[config.mk]
export PLATFORM = sky130hd
export DESIGN_NAME = rv32i_ifetch_prefetch
export DESIGN_NICKNAME = d
export VERILOG_FILES = /design/src/rtl/rv32i_ifetch_prefetch.sv
export SDC_FILE = /design/constraint.sdc
export NUM_CORES = 1
export LEC_CHECK = 0
export CAP_MARGIN = 10
export CORE_MARGIN = 4
export CORE_UTILIZATION = 61
export CTS_CLUSTER_SIZE = 30
export DETAILED_ROUTE_END_ITERATION = 16
export MAX_ROUTING_LAYER = met4
export PLACE_DENSITY = 0.9
export SLEW_MARGIN = 20
export SYNTH_ARGS = -nofsm -noshare
export SYNTH_HDL_FRONTEND = slang
export SYNTH_SLANG_ARGS = --single-unit
[constraint.sdc]
create_clock -name clk -period 10.2 [get_ports clk]
set_input_delay 2.55 -clock clk [delete_from_list [all_inputs] [get_ports clk]]
set_output_delay 2.55 -clock clk [all_outputs]
set_load 0.02 [all_outputs]
[src/rtl/rv32i_ifetch_prefetch.sv]
// rv32i_ifetch_prefetch: sequential instruction prefetch queue between
// the core fetch port and a pipelined, in-order Avalon-MM memory.
module rv32i_ifetch_prefetch #(
    parameter logic [31:0] RESET_VECTOR = 32'h0,
    parameter int          DEPTH        = 4
) (
    input  logic        clk,
    input  logic        reset,
    input  logic [31:0] iaddress,
    input  logic        iread,
    output logic [31:0] ireaddata,
    output logic        iwaitrequest,
    output logic [31:0] m_address,
    output logic        m_read,
    input  logic        m_waitrequest,
    input  logic [31:0] m_readdata,
    input  logic        m_readdatavalid
);

    localparam int AW = $clog2(DEPTH);
    localparam int CW = $clog2(DEPTH + 1);
    localparam int SW = CW + 1;

    logic [31:0]   q [DEPTH];
    logic [AW-1:0] rd_ptr;
    logic [AW-1:0] wr_ptr;
    logic [CW-1:0] count;
    logic [CW-1:0] inflight;
    logic [CW-1:0] drop;
    logic [31:0]   head_addr;
    logic [31:0]   fetch_addr;

    logic          match;
    logic          hit;
    logic          flush;
    logic          accept;
    logic          pend;
    logic          resp;
    logic          push;
    logic          pop;
    logic          issue_ok;
    logic [CW-1:0] count_n;
    logic [CW-1:0] inflight_n;
    logic [SW-1:0] credit;
    logic [31:0]   base;

    assign match  = iread && (iaddress == head_addr);
    assign hit    = match && (count != '0) && !reset;
    assign flush  = iread && !match;
    assign accept = m_read && !m_waitrequest;
    assign pend   = m_read && m_waitrequest;
    assign resp   = m_readdatavalid;
    // A response landing in a flush cycle belongs to the old stream.
    assign push   = resp && (drop == '0) && !flush;
    assign pop    = hit;

    assign iwaitrequest = !hit;
    assign ireaddata    = hit ? q[rd_ptr] : 32'h0;

    always_comb begin
        count_n = count;
        if (flush)
            count_n = '0;
        else if (push && !pop)
            count_n = count + CW'(1);
        else if (pop && !push)
            count_n = count - CW'(1);
    end

    always_comb begin
        inflight_n = inflight;
        if (accept && !resp)
            inflight_n = inflight + CW'(1);
        else if (resp && !accept)
            inflight_n = inflight - CW'(1);
    end

    // Stale reads still occupy credits until their responses drain.
    assign credit   = {1'b0, count_n} + {1'b0, inflight_n};
    assign issue_ok = credit < SW'(DEPTH);
    assign base     = flush ? iaddress : fetch_addr;

    always_ff @(posedge clk) begin
        if (push)
            q[wr_ptr] <= m_readdata;
    end

    always_ff @(posedge clk) begin
        if (reset) begin
            rd_ptr     <= '0;
            wr_ptr     <= '0;
            count      <= '0;
            inflight   <= '0;
            drop       <= '0;
            head_addr  <= RESET_VECTOR;
            fetch_addr <= RESET_VECTOR;
            m_read     <= 1'b0;
            m_address  <= RESET_VECTOR;
        end else begin
            count    <= count_n;
            inflight <= inflight_n;
            if (flush) begin
                rd_ptr    <= '0;
                wr_ptr    <= '0;
                head_addr <= iaddress;
                // Everything outstanding, plus a stalled request, is stale.
                drop      <= inflight_n + CW'(pend);
            end else begin
                if (push)
                    wr_ptr <= wr_ptr + AW'(1);
                if (pop) begin
                    rd_ptr    <= rd_ptr + AW'(1);
                    head_addr <= head_addr + 32'd4;
                end
                if (resp && drop != '0)
                    drop <= drop - CW'(1);
            end
            if (pend) begin
                fetch_addr <= base;
            end else begin
                m_read <= issue_ok;
                if (issue_ok) begin
                    m_address  <= base;
                    fetch_addr <= base + 32'd4;
                end else begin
                    fetch_addr <= base;
                end
            end
        end
    end

    no_overflow: assert property (@(posedge clk) disable iff (reset)
        !(push && !pop && count == CW'(DEPTH)));

endmodule
==> impl_metrics.py <==
metrics = {
    "yosys": {
        "synthCells": 996,
        "synth_cell_types": 61,
        "synth-seq-cells": 240,
        "syn_nets": 1082,
        "synth_top_cell_by_area": "edfxtp_1",
        "avgSynthCellArea_um2": 11.33,
        "yosysWarningCount": 0,
        "seq_area_frac_synth_pct": 53.93,
        "synth_edf_count": 128,
        "netlist.area_leader.share_pct": 34.06,
        "syn_area_um2": 11280,
        "ys_top_cells_by_area": "edfxtp_1, dfxtp_1, mux4_2",
        "ys.flop_type": "edfxtp_1",
        "yosys-top-cells-count": "edfxtp_1, dfxtp_1, nor2_1, nand2_1, xor2_1",
        "yosysMostFrequentCell": "edfxtp_1",
        "synthArstFlopShare_pct": 0,
    },
    "floorplanning": {
        "core_region_area_um2": 18090,
        "dieHeight_um": 144.0,
        "io_pins": 135,
        "core.rowCount": 49,
        "fp.dieW_um": 144.0,
        "initial_utilization_pct": 62.39,
        "dieArea_um2": 20740,
    },
    "timing": {
        "final-setup-viol-count": 0,
        "worst_pin_slew_ns": 1.108,
        "period_share_pct": 80.76,
        "rsz0062_at_grt": "false",
        "fin_crit_ns": 8.238,
        "fin_worst_skew_ns": 0.01641,
        "clock.fmax_mhz": 121.4,
        "hold_violations": 0,
        "setup-tns-final_ns": 0,
        "drv_slew": 0,
        "relSlewSlack_pct": 25.89,
    },
    "worst_setup_path": {
        "r2r_cells": 17,
        "critPathArrivalTime_ns": 5.69,
        "rrSetupSlack_ns": 4.86,
        "r2r-end": "fetch_addr[26]$_SDFF_PP0_",
        "crit_type": "in -> out",
        "start_kind": "primary input",
        "critPathCaptureType": "output port",
        "cp_max_fo": 41,
        "cp.required_ns": 7.65,
        "r2r_start": "head_addr[7]$_SDFFE_PP0P_",
    },
    "finish": {
        "stdcell_count": 1356,
        "nets": 1194,
        "area_growth_pct": 20.82,
        "final_util_pct": 75.39,
        "antenna_cells": 0,
        "drive_gt1_share_pct": 9.406,
    },
    "power_and_ir_drop": {
        "sw_frac_of_total_pct": 28.22,
        "powerDensity_nw_per_um2": 198.6,
        "combPwrFrac_pct": 20.3,
        "seqPwrFrac_pct": 43.1,
        "power_uw": 2708,
        "p_leak_uw": 0.004745,
        "clockPowerShare_pct": 36.6,
        "p_sw_uw": 764.2,
        "p_int_uw": 1943,
        "ir_drop_mv": 0.1821,
    },
    "drt": {
        "vias_per_cell": 6.471,
        "drc_errors": 0,
        "drt-wirelength-per-cell_um": 22.51,
        "dr.first_iter.drc_count": 892,
        "drt-pass1-iter-count": 6,
        "routed_wl_mm": 30.52,
        "num_vias": 8774,
        "antenna_left": 0,
    },
    "clock_tree": {
        "hold_buffers": 0,
        "cts_resized": 0,
        "post_cts_buffers": 0,
        "cts_made_buffers": 25,
        "clk_pin_slew_ns": 0.06,
        "cts_root_buf": "clkbuf_16",
        "cts_tree": "built",
        "worst_skew_pair.late_latency_ns": 0.54,
        "cts_max_path_buffers": 3,
        "cts-htree-levels": 1,
        "cts.sinks": 240,
    },
    "worst_hold_path": {
        "min_to": "head_addr[1]$_SDFFE_PP0P_",
        "min_from": "head_addr[1]$_SDFFE_PP0P_",
        "hold_path_class": "reg -> reg",
        "min_path_cells": 2,
    },
    "global_route": {
        "grt_start_max_net_pins": 72,
        "globalRouteTotalUtil_pct": 30.56,
        "gr-total-overflow": 0,
        "first_global_vias": 8715,
        "grt_first_pass_wirelength_mm": 47.93,
        "antenna_found_initial": 0,
    },
    "job": {
        "max_cap_violations": 0,
    },
    "place": {
        "portBuffers": 134,
        "dp.cells": 1310,
        "dp_hpwl_mm": 19.68,
        "routabilityCongestion": 0.9816,
    },
    "status": {
        "status": "complete, no violations",
    },
}
metal layers:
| metal | GRT usage (%) | share of wire [%] | wire (um) | vias up |
|---|---|---|---|---|
| met5 | - | 0 | 0 | - |
| met4 | 11.30 | 4.4 | 1353 | 0 |
| met3 | 4.828 | 7.6 | 2315 | 110 |
| met2 | 51.32 | 50 | 15330 | 512 |
| met1 | 37.65 | 38 | 11520 | 4250 |
| li1 | - | - | - | 3902 |
worst max-delay path by stage:
stage / startpoint / end / slack (ns) / cells after the start
final: iaddress[16] / iwaitrequest / 1.96 / 8
after global routing: iaddress[10] / iwaitrequest / 1.80 / 8
after CTS: iaddress[20] / iwaitrequest / 2.05 / 8
after detailed placement: iaddress[20] / iwaitrequest / 2.06 / 8
after global placement: iaddress[10] / iwaitrequest / 2.11 / 8
after floorplan: iaddress[21] / ireaddata[0] / 3.21 / 8
worst max-delay path, cell delays in order:
cell and delay [ns]:
clkdlybuf4s50_1 0.61, xor2_1 0.23, nor4_1 0.30, nand4_1 0.28, nor3_2 0.28, buf_4 0.40
inv_1 0.38, clkdlybuf4s50_1 0.65
cells in the final DEF, fill, tap and decap left out, drive strengths merged, types with 26 or more instances in the layout:
master         count
a211oi            33
clkbuf            28
mux4              32
edfxtp           128
clkdlybuf4s50    133
mux2i             29
xnor2             26
and2              40
nand2             66
nor2             111
nand3             28
o21ai             27
dfxtp            112
xor2              46
a21oi             37
registers in the layout (all words and copies together) (netlist names), named ones only:
register    cells
q             128
fetch_addr     32
head_addr      32
m_address      32
count           3
drop            3
inflight        3
rd_ptr          2
wr_ptr          2
m_read          1
area by class of cell:
class | count | area [um^2]
flip-flops and latches | 240 | 6087
multi-input cells | 678 | 4877
fillers | 1099 | 4452
repair buffers | 146 | 1429
clock buffers | 28 | 636.9
well taps | 229 | 286.5
clock inverters | 18 | 254.0
inverters | 17 | 63.81
kinds of logic after synthesis:
| logic type | after synthesis | synth area share [%] |
|---|---|---|
| fa+ha+maj | 17 | 1.885 |
| simple gates | 353 | 15.52 |
| mux | 71 | 10.10 |
| compound gates | 165 | 9.968 |
| buf+inv | 78 | 3.005 |
| flops | 240 | 53.93 |
| xor+xnor | 72 | 5.588 |
power by group through the flow:
stage / registers [uW] / clock network, uW / logic (uW)
after global routing: 1180 / 1040 / 593
after floorplan: 1230 / 0 / 274
after global placement: 1180 / 0 / 518
after detailed placement: 1190 / 0 / 533
final: 1170 / 990 / 550
after CTS: 1170 / 998 / 547
stage by stage:
stage	hold WS, ns	setup slack [ns]	area, um^2
2_1_floorplan	0.4481	3.206	11280
3_3_place_gp	0.4555	2.107	12740
3_5_place_dp	0.4756	2.063	12740
4_1_cts	0.4884	2.052	13630
5_1_grt	0.5058	1.804	13630
6_report	0.4919	1.962	13630
No activity file was read; power rests on OpenSTA's default activity.
